## src/rtl/mem_stage_pbus.sv

```systemverilog
// ============================================================================
// mem_stage_pbus -- RV32I MEM stage driving a BUS_BYTES-wide req/ack memory
// port; optional misalignment trap under MEM_ALIGN_CHECK_EN.
// Revision: 1.0
// ============================================================================
`default_nettype none

module mem_stage_pbus #(
  parameter int ADDR_W    = 32,
  parameter int BUS_BYTES = 1
) (
  input  logic                   clk,
  input  logic                   rst,
  input  logic [4:0]             wd_i,
  input  logic                   wreg_i,
  input  logic [31:0]            wdata_i,
  input  logic [31:0]            mem_w_data_i,
  input  logic [7:0]             mem_op_type_i,
  input  logic                   mem_ack,
  input  logic [8*BUS_BYTES-1:0] memctrl_data_in,
  output logic                   mem_req,
  output logic                   mem_r_w,
  output logic [ADDR_W-1:0]      mem_req_addr,
  output logic [8*BUS_BYTES-1:0] mem_req_data,
  output logic [BUS_BYTES-1:0]   mem_be,
  output logic                   mem_stall_req,
  output logic [4:0]             wd_o,
  output logic                   wreg_o,
  output logic [31:0]            wdata_o,
  output logic                   load_done,
  output logic                   misalign_o
);

  localparam logic [7:0] c_op_lb  = 8'h01;
  localparam logic [7:0] c_op_lh  = 8'h02;
  localparam logic [7:0] c_op_lw  = 8'h03;
  localparam logic [7:0] c_op_lbu = 8'h04;
  localparam logic [7:0] c_op_lhu = 8'h05;
  localparam logic [7:0] c_op_sb  = 8'h06;
  localparam logic [7:0] c_op_sh  = 8'h07;
  localparam logic [7:0] c_op_sw  = 8'h08;

  typedef enum logic [1:0] {
    S_IDLE = 2'd0,
    S_BUSY = 2'd1,
    S_DONE = 2'd2
  } state_t;

  state_t                   r_state;
  state_t                   w_state_nxt;
  logic                     r_mem_req;
  logic                     r_mem_r_w;
  logic [ADDR_W-1:0]        r_addr;
  logic [8*BUS_BYTES-1:0]   r_data;
  logic [BUS_BYTES-1:0]     r_be;
  logic                     r_load_done;
  logic [2:0]               r_beat;
  logic [31:0]              r_asm;

  logic                     w_is_load;
  logic                     w_is_store;
  logic                     w_is_mem;
  logic [2:0]               w_size;
  logic [2:0]               w_beats;
  logic                     w_last;
  logic [2:0]               w_k;
  logic                     w_misaligned;
  logic [ADDR_W-1:0]        w_base;
  logic [ADDR_W-1:0]        w_beat_addr;
  logic [8*BUS_BYTES-1:0]   w_beat_data;
  logic [BUS_BYTES-1:0]     w_beat_be;
  logic [31:0]              w_load_val;

  always_comb begin
    w_is_load  = 1'b0;
    w_is_store = 1'b0;
    w_size     = 3'd1;
    case (mem_op_type_i)
      c_op_lb, c_op_lbu: begin w_is_load  = 1'b1; w_size = 3'd1; end
      c_op_lh, c_op_lhu: begin w_is_load  = 1'b1; w_size = 3'd2; end
      c_op_lw:           begin w_is_load  = 1'b1; w_size = 3'd4; end
      c_op_sb:           begin w_is_store = 1'b1; w_size = 3'd1; end
      c_op_sh:           begin w_is_store = 1'b1; w_size = 3'd2; end
      c_op_sw:           begin w_is_store = 1'b1; w_size = 3'd4; end
      default:           ;
    endcase
  end

  assign w_is_mem = w_is_load | w_is_store;
  assign w_beats  = 3'((int'(w_size) + BUS_BYTES - 1) / BUS_BYTES);
  assign w_last   = (r_beat == (w_beats - 3'd1));
  // Beat 0 is loaded from IDLE; later beats are preloaded while the current one is acked.
  assign w_k      = (r_state == S_IDLE) ? 3'd0 : (r_beat + 3'd1);

`ifdef MEM_ALIGN_CHECK_EN
  assign w_misaligned = w_is_mem &&
                        (((w_size == 3'd2) && wdata_i[0]) ||
                         ((w_size == 3'd4) && (wdata_i[1:0] != 2'b00)));
`else
  assign w_misaligned = 1'b0;
`endif

  generate
    if (ADDR_W <= 32) begin : g_base_narrow
      assign w_base = wdata_i[ADDR_W-1:0];
    end else begin : g_base_wide
      assign w_base = {{(ADDR_W-32){1'b0}}, wdata_i};
    end
  endgenerate

  assign w_beat_addr = w_base + ADDR_W'(32'(w_k) * BUS_BYTES);

  always_comb begin
    w_beat_be   = '0;
    w_beat_data = '0;
    for (int j = 0; j < BUS_BYTES; j++) begin
      if ((int'(w_k) * BUS_BYTES + j) < int'(w_size)) begin
        w_beat_be[j] = 1'b1;
        if (w_is_store)
          w_beat_data[8*j +: 8] = mem_w_data_i[8*(2'(int'(w_k) * BUS_BYTES + j)) +: 8];
      end
    end
  end

  always_ff @(posedge clk or negedge rst) begin
    if (!rst) r_state <= S_IDLE;
    else      r_state <= w_state_nxt;
  end

  always_comb begin
    w_state_nxt = r_state;
    case (r_state)
      S_IDLE:  if (w_is_mem) w_state_nxt = w_misaligned ? S_DONE : S_BUSY;
      S_BUSY:  if (mem_ack && r_mem_req && w_last) w_state_nxt = S_DONE;
      S_DONE:  w_state_nxt = S_IDLE;
      default: w_state_nxt = S_IDLE;
    endcase
  end

  always_ff @(posedge clk or negedge rst) begin
    if (!rst) begin
      r_mem_req   <= 1'b0;
      r_mem_r_w   <= 1'b0;
      r_addr      <= '0;
      r_data      <= '0;
      r_be        <= '0;
      r_load_done <= 1'b0;
      r_beat      <= 3'd0;
      r_asm       <= 32'd0;
    end else begin
      r_load_done <= 1'b0;
      case (r_state)
        S_IDLE: begin
          if (w_is_mem && !w_misaligned) begin
            r_mem_req <= 1'b1;
            r_mem_r_w <= w_is_store;
            r_addr    <= w_beat_addr;
            r_data    <= w_beat_data;
            r_be      <= w_beat_be;
            r_beat    <= 3'd0;
            r_asm     <= 32'd0;
          end
        end
        S_BUSY: begin
          if (mem_ack && r_mem_req) begin
            for (int j = 0; j < BUS_BYTES; j++) begin
              if (r_be[j])
                r_asm[8*(2'(int'(r_beat) * BUS_BYTES + j)) +: 8] <= memctrl_data_in[8*j +: 8];
            end
            if (w_last) begin
              r_mem_req   <= 1'b0;
              r_load_done <= w_is_load;
            end else begin
              r_beat <= r_beat + 3'd1;
              r_addr <= w_beat_addr;
              r_data <= w_beat_data;
              r_be   <= w_beat_be;
            end
          end
        end
        default: ;
      endcase
    end
  end

`ifdef MEM_ALIGN_CHECK_EN
  logic r_misalign;
  always_ff @(posedge clk or negedge rst) begin
    if (!rst) r_misalign <= 1'b0;
    else      r_misalign <= (r_state == S_IDLE) && w_misaligned;
  end
  assign misalign_o = r_misalign;
`else
  assign misalign_o = 1'b0;
`endif

  always_comb begin
    case (mem_op_type_i)
      c_op_lb:  w_load_val = {{24{r_asm[7]}}, r_asm[7:0]};
      c_op_lbu: w_load_val = {24'd0, r_asm[7:0]};
      c_op_lh:  w_load_val = {{16{r_asm[15]}}, r_asm[15:0]};
      c_op_lhu: w_load_val = {16'd0, r_asm[15:0]};
      default:  w_load_val = r_asm;
    endcase
  end

  assign mem_req       = r_mem_req;
  assign mem_r_w       = r_mem_r_w;
  assign mem_req_addr  = r_addr;
  assign mem_req_data  = r_data;
  assign mem_be        = r_be;
  assign load_done     = r_load_done;
  assign mem_stall_req = rst && w_is_mem && (r_state != S_DONE);
  assign wd_o          = rst ? wd_i : 5'd0;
  assign wreg_o        = rst && wreg_i && !w_misaligned;
  assign wdata_o       = !rst ? 32'd0 : (w_is_load ? w_load_val : wdata_i);

endmodule

`default_nettype wire

```

## config.mk

```make
export PLATFORM = sky130hd
export DESIGN_NAME = mem_stage_pbus
export DESIGN_NICKNAME = d
export VERILOG_FILES = /design/src/rtl/mem_stage_pbus.sv
export SDC_FILE = /design/constraint.sdc
export NUM_CORES = 1
export LEC_CHECK = 0
export ABC_AREA = 0
export CAP_MARGIN = 30
export CORE_MARGIN = 2
export CORE_UTILIZATION = 42
export DETAILED_ROUTE_END_ITERATION = 12
export GPL_ROUTABILITY_DRIVEN = 0
export PLACE_DENSITY_LB_ADDON = 0.15
export SYNTH_ARGS = -nofsm -noshare
export SYNTH_HDL_FRONTEND = slang
export SYNTH_SLANG_ARGS = --single-unit
```

## constraint.sdc

```tcl
create_clock -name clk -period 3.05 [get_ports clk]
set_input_delay 0.305 -clock clk [delete_from_list [all_inputs] [get_ports clk]]
set_output_delay 0.305 -clock clk [all_outputs]
set_load 0.02 [all_outputs]
```

==> flow_metrics.py <==
metrics = {
    "layout": {
        "nets": 841,
        "antennaDiodeCount": 0,
        "drive_above_1_share_pct": 18.2,
        "synthToLayoutAreaGrowth_pct": 42.7,
        "design_area_sq_um": 7560,
    },
    "job": {
        "drv_cap": 0,
    },
    "synthesis": {
        "synth_edf_count": 0,
        "muxShareOfSynthArea_pct": 11.5,
        "netlist.area_leader.share_pct": 38.3,
        "synth_common_cells": "nand2_1 (98), dfrtp_1 (81), o21ai_0 (34)",
        "synth.largest_area_cell": "dfrtp_1",
        "avgSynthCellArea_sq_um": 9.49,
        "ys_ff_latch": 81,
        "ys_types": 63,
        "synth_nets": 657,
        "async_reset_ff_share_pct": 100,
        "synthAdderAreaFrac_pct": 2.50,
        "synthesis.area_sq_um": 5300,
        "synth_cells": 558,
        "synth_simple_gate_area_share_pct": 20.7,
        "yosysSeqAreaShare_pct": 38.3,
        "synth_top_family_by_area": "simple AND/OR/NAND/NOR gates",
        "synth_area_leaders": "dfrtp_1 (38%), nand2_1 (6.9%), mux2_4 (4.8%)",
        "synth_compound_area_share_pct": 16.7,
        "synth.most_common_cell": "nand2_1",
        "dominantRegCellSynth": "dfrtp_1",
        "synth_warnings": 0,
        "post_synth_xor_area_fraction_pct": 5.29,
    },
    "detailed_routing": {
        "drt-initial-drc-count": 308,
        "vias_per_cell": 5.38,
        "drtAntennaViolNets": 0,
        "route.detailed.drc": 0,
        "vias": 4936,
        "wire_per_inst_um": 17.8,
        "dr.pass1.iters": 5,
        "routed_wl_mm": 16.3,
    },
    "worst_setup_path": {
        "endpoint_kind": "primary output",
        "path_class": "primary input to primary output",
        "critical-path-top-delay-family": "buffers and inverters",
        "crit_required_ps": 2740,
        "setup.worst_path.start_class": "primary input",
        "cp_slowest_cell": "or4_4",
        "crit_chain": "clkdlybuf4s50_1, or4_4, buf_4, nor4b_4, buf_4, buf_4, o211ai_1, a21boi_0, clkdlybuf4s15_1",
        "crit_top_cell": "buf_4",
        "crit_buf_inv": 5,
        "crit_fanout": 9,
        "cp_slowest_stage_delay_ps": 550,
        "worst_ep_arrival_time_ps": 2670,
    },
    "clocking": {
        "cts_tree": "done",
        "cts_htree_levels": 3,
        "clock-sinks": 81,
        "clock_latency_ps": 350,
        "numCtsBuffers": 9,
        "path_clk_slew_ps": 60,
        "clockRootBuffer": "clkbuf_16",
        "clockBufferDepth": 2,
    },
    "timing": {
        "tightestPinTransition_ps": 895,
        "clock_skew_ps": 6.24,
        "finalSetupTns_ps": 0,
        "max_freq_ghz": 0.336,
        "finalCriticalPeriod_ps": 2970,
        "fin_hold_ws_ps": 396,
        "setup_viol": 0,
        "drv_slew": 0,
        "period_share_pct": 97.5,
        "rsz0062_at_grt": "true",
        "hold_viol_final": 0,
        "slew_headroom_pct": 39.8,
        "finalWorstSetupSlack_ps": 75.2,
    },
    "floorplan": {
        "die_h_um": 116,
        "die_w_um": 116,
        "num_io_pins": 173,
        "rows": 41,
        "start_util_pct": 42.5,
        "core_area_sq_um": 12500,
        "die-area_sq_um": 13500,
    },
    "place": {
        "placed_cell_area_sq_um": 7260,
        "dp_hpwl_mm": 12.5,
        "dp_slack_ps": -322,
        "numPortBuffers": 155,
    },
    "power_and_ir_drop": {
        "leakagePower_nw": 3.21,
        "finalPower_mw": 4.87,
        "cellPowerDensity_nw_per_um2": 644,
        "vdd_drop_max_uv": 261,
    },
    "grt": {
        "antenna_found_initial": 0,
        "grt_pass1_vias": 4787,
        "grt_use_total_pct": 24.5,
        "grt_max_degree": 45,
        "overflow": 0,
        "grt_pass1_wl_mm": 25.3,
    },
    "min_path": {
        "hold_path.class": "primary input to async pin",
    },
    "status": {
        "status": "complete, no violations",
    },
}
-- routing by layer --
layer  track usage, %  vias up  share of wire, %
met4             8.41        0               1.6
li1                 -     2365                 -
met3             3.53       20               5.7
met2             39.7      171                47
met1             33.7     2380                45
met5                0        -                 0
-- path summary, 6_finish.rpt --
| check | startpoint | end | slack (ps) | cells past startpoint |
|---|---|---|---|---|
| hold reg to reg | mem_r_w | mem_r_w | 490 | 2 |
| min in group clk | mem_r_w | mem_r_w | 490 | 2 |
| setup / recovery | mem_op_type_i[5] | wdata_o[25] | 80 | 9 |
| hold / removal | rst | mem_req_addr[9] | 400 | 2 |
| setup reg to reg | r_beat[0] | mem_req_addr[28] | 150 | 10 |
| max in group asynchronous | rst | r_asm[19] | 1860 | 4 |
-- cells by family (layout without fill, tap and decap cells) --
| kind of cell | count (synthesis) | count (layout) |
|---|---|---|
| buf+inv | 50 | 238 |
| xor+xnor | 32 | 32 |
| flops | 81 | 81 |
| compound gates | 124 | 124 |
| simple gates | 210 | 210 |
| mux | 50 | 50 |
| fa+ha+maj | 10 | 10 |
| other cells | 1 | 1 |
-- layout by cell type (no fill, tap or decap), types with 4 or more instances in the layout --
| master | count |
|---|---|
| clkbuf_2 | 9 |
| inv_1 | 17 |
| nor3b_1 | 9 |
| a22o_1 | 9 |
| xor2_1 | 11 |
| nor4_1 | 5 |
| buf_4 | 48 |
| and3_1 | 5 |
| dlygate4sd1_1 | 4 |
| nor3_1 | 7 |
| a21boi_0 | 21 |
| mux2_4 | 17 |
| dlygate4sd2_1 | 14 |
| nand2_1 | 98 |
| mux2_2 | 20 |
| o21ai_0 | 33 |
| a21oi_1 | 15 |
| nand4_1 | 13 |
| nand3_1 | 11 |
| mux2i_1 | 13 |
| xnor2_1 | 21 |
| and4_1 | 5 |
| clkbuf_16 | 9 |
| o211ai_1 | 17 |
| nor4b_1 | 8 |
| dfrtp_1 | 81 |
| and2_1 | 7 |
| clkdlybuf4s50_1 | 121 |
| ha_1 | 9 |
| clkdlybuf4s15_1 | 4 |
| nor2_1 | 19 |
-- power by group --
group | switching [mW] | internal [mW]
sequential | 0.202 | 1.37
combinational | 1.08 | 1.14
clock | 0.446 | 0.625
total | 1.73 | 3.14
-- area by class of cell --
| class | instances | area, sq um |
|---|---|---|
| clock buffer | 9 | 225 |
| clock inverter | 6 | 60.1 |
| fill | 1094 | 4910 |
| inverter | 17 | 63.8 |
| multi-input combinational | 427 | 3060 |
| sequential | 81 | 2030 |
| tap | 172 | 215 |
| timing repair buffer | 206 | 1910 |
-- what timing repair did --
action                     in CTS  in global routing
gates resized for setup        52                 38
gates cloned                    1                  0
hold endpoints to repair       11                  0
pin swaps                       0                  3
hold buffers                    1                  0
setup endpoints to repair      34                 36
buffers inserted                0                  2
-- flip-flops by register name, summed over array words and instances (netlist names) --
name and cells:
mem_r_w 1, mem_req_data 8, load_done 1, r_beat 3, mem_req 1, r_state 2
mem_req_addr 32, mem_be 1, r_asm 32
-- worst reg2reg max path: stages (launching register included) --
cell      delay (ps)
dfrtp_1          420
buf_4            180
ha_1             250
xnor2_1          190
nor2_1           100
ha_1             350
nand2b_1         120
a2111o_1         520
nor4_2           290
xor2_1           110
mux2_4           260
-- metrics by stage --
stage	utilization, %	std cells
finish	60.6	918
detailed placement	58.2	899
global placement	58.2	899
global route	60.6	918
floorplan	-	558
CTS	60.6	916
Note: power is estimated with default switching activity, not from simulation.
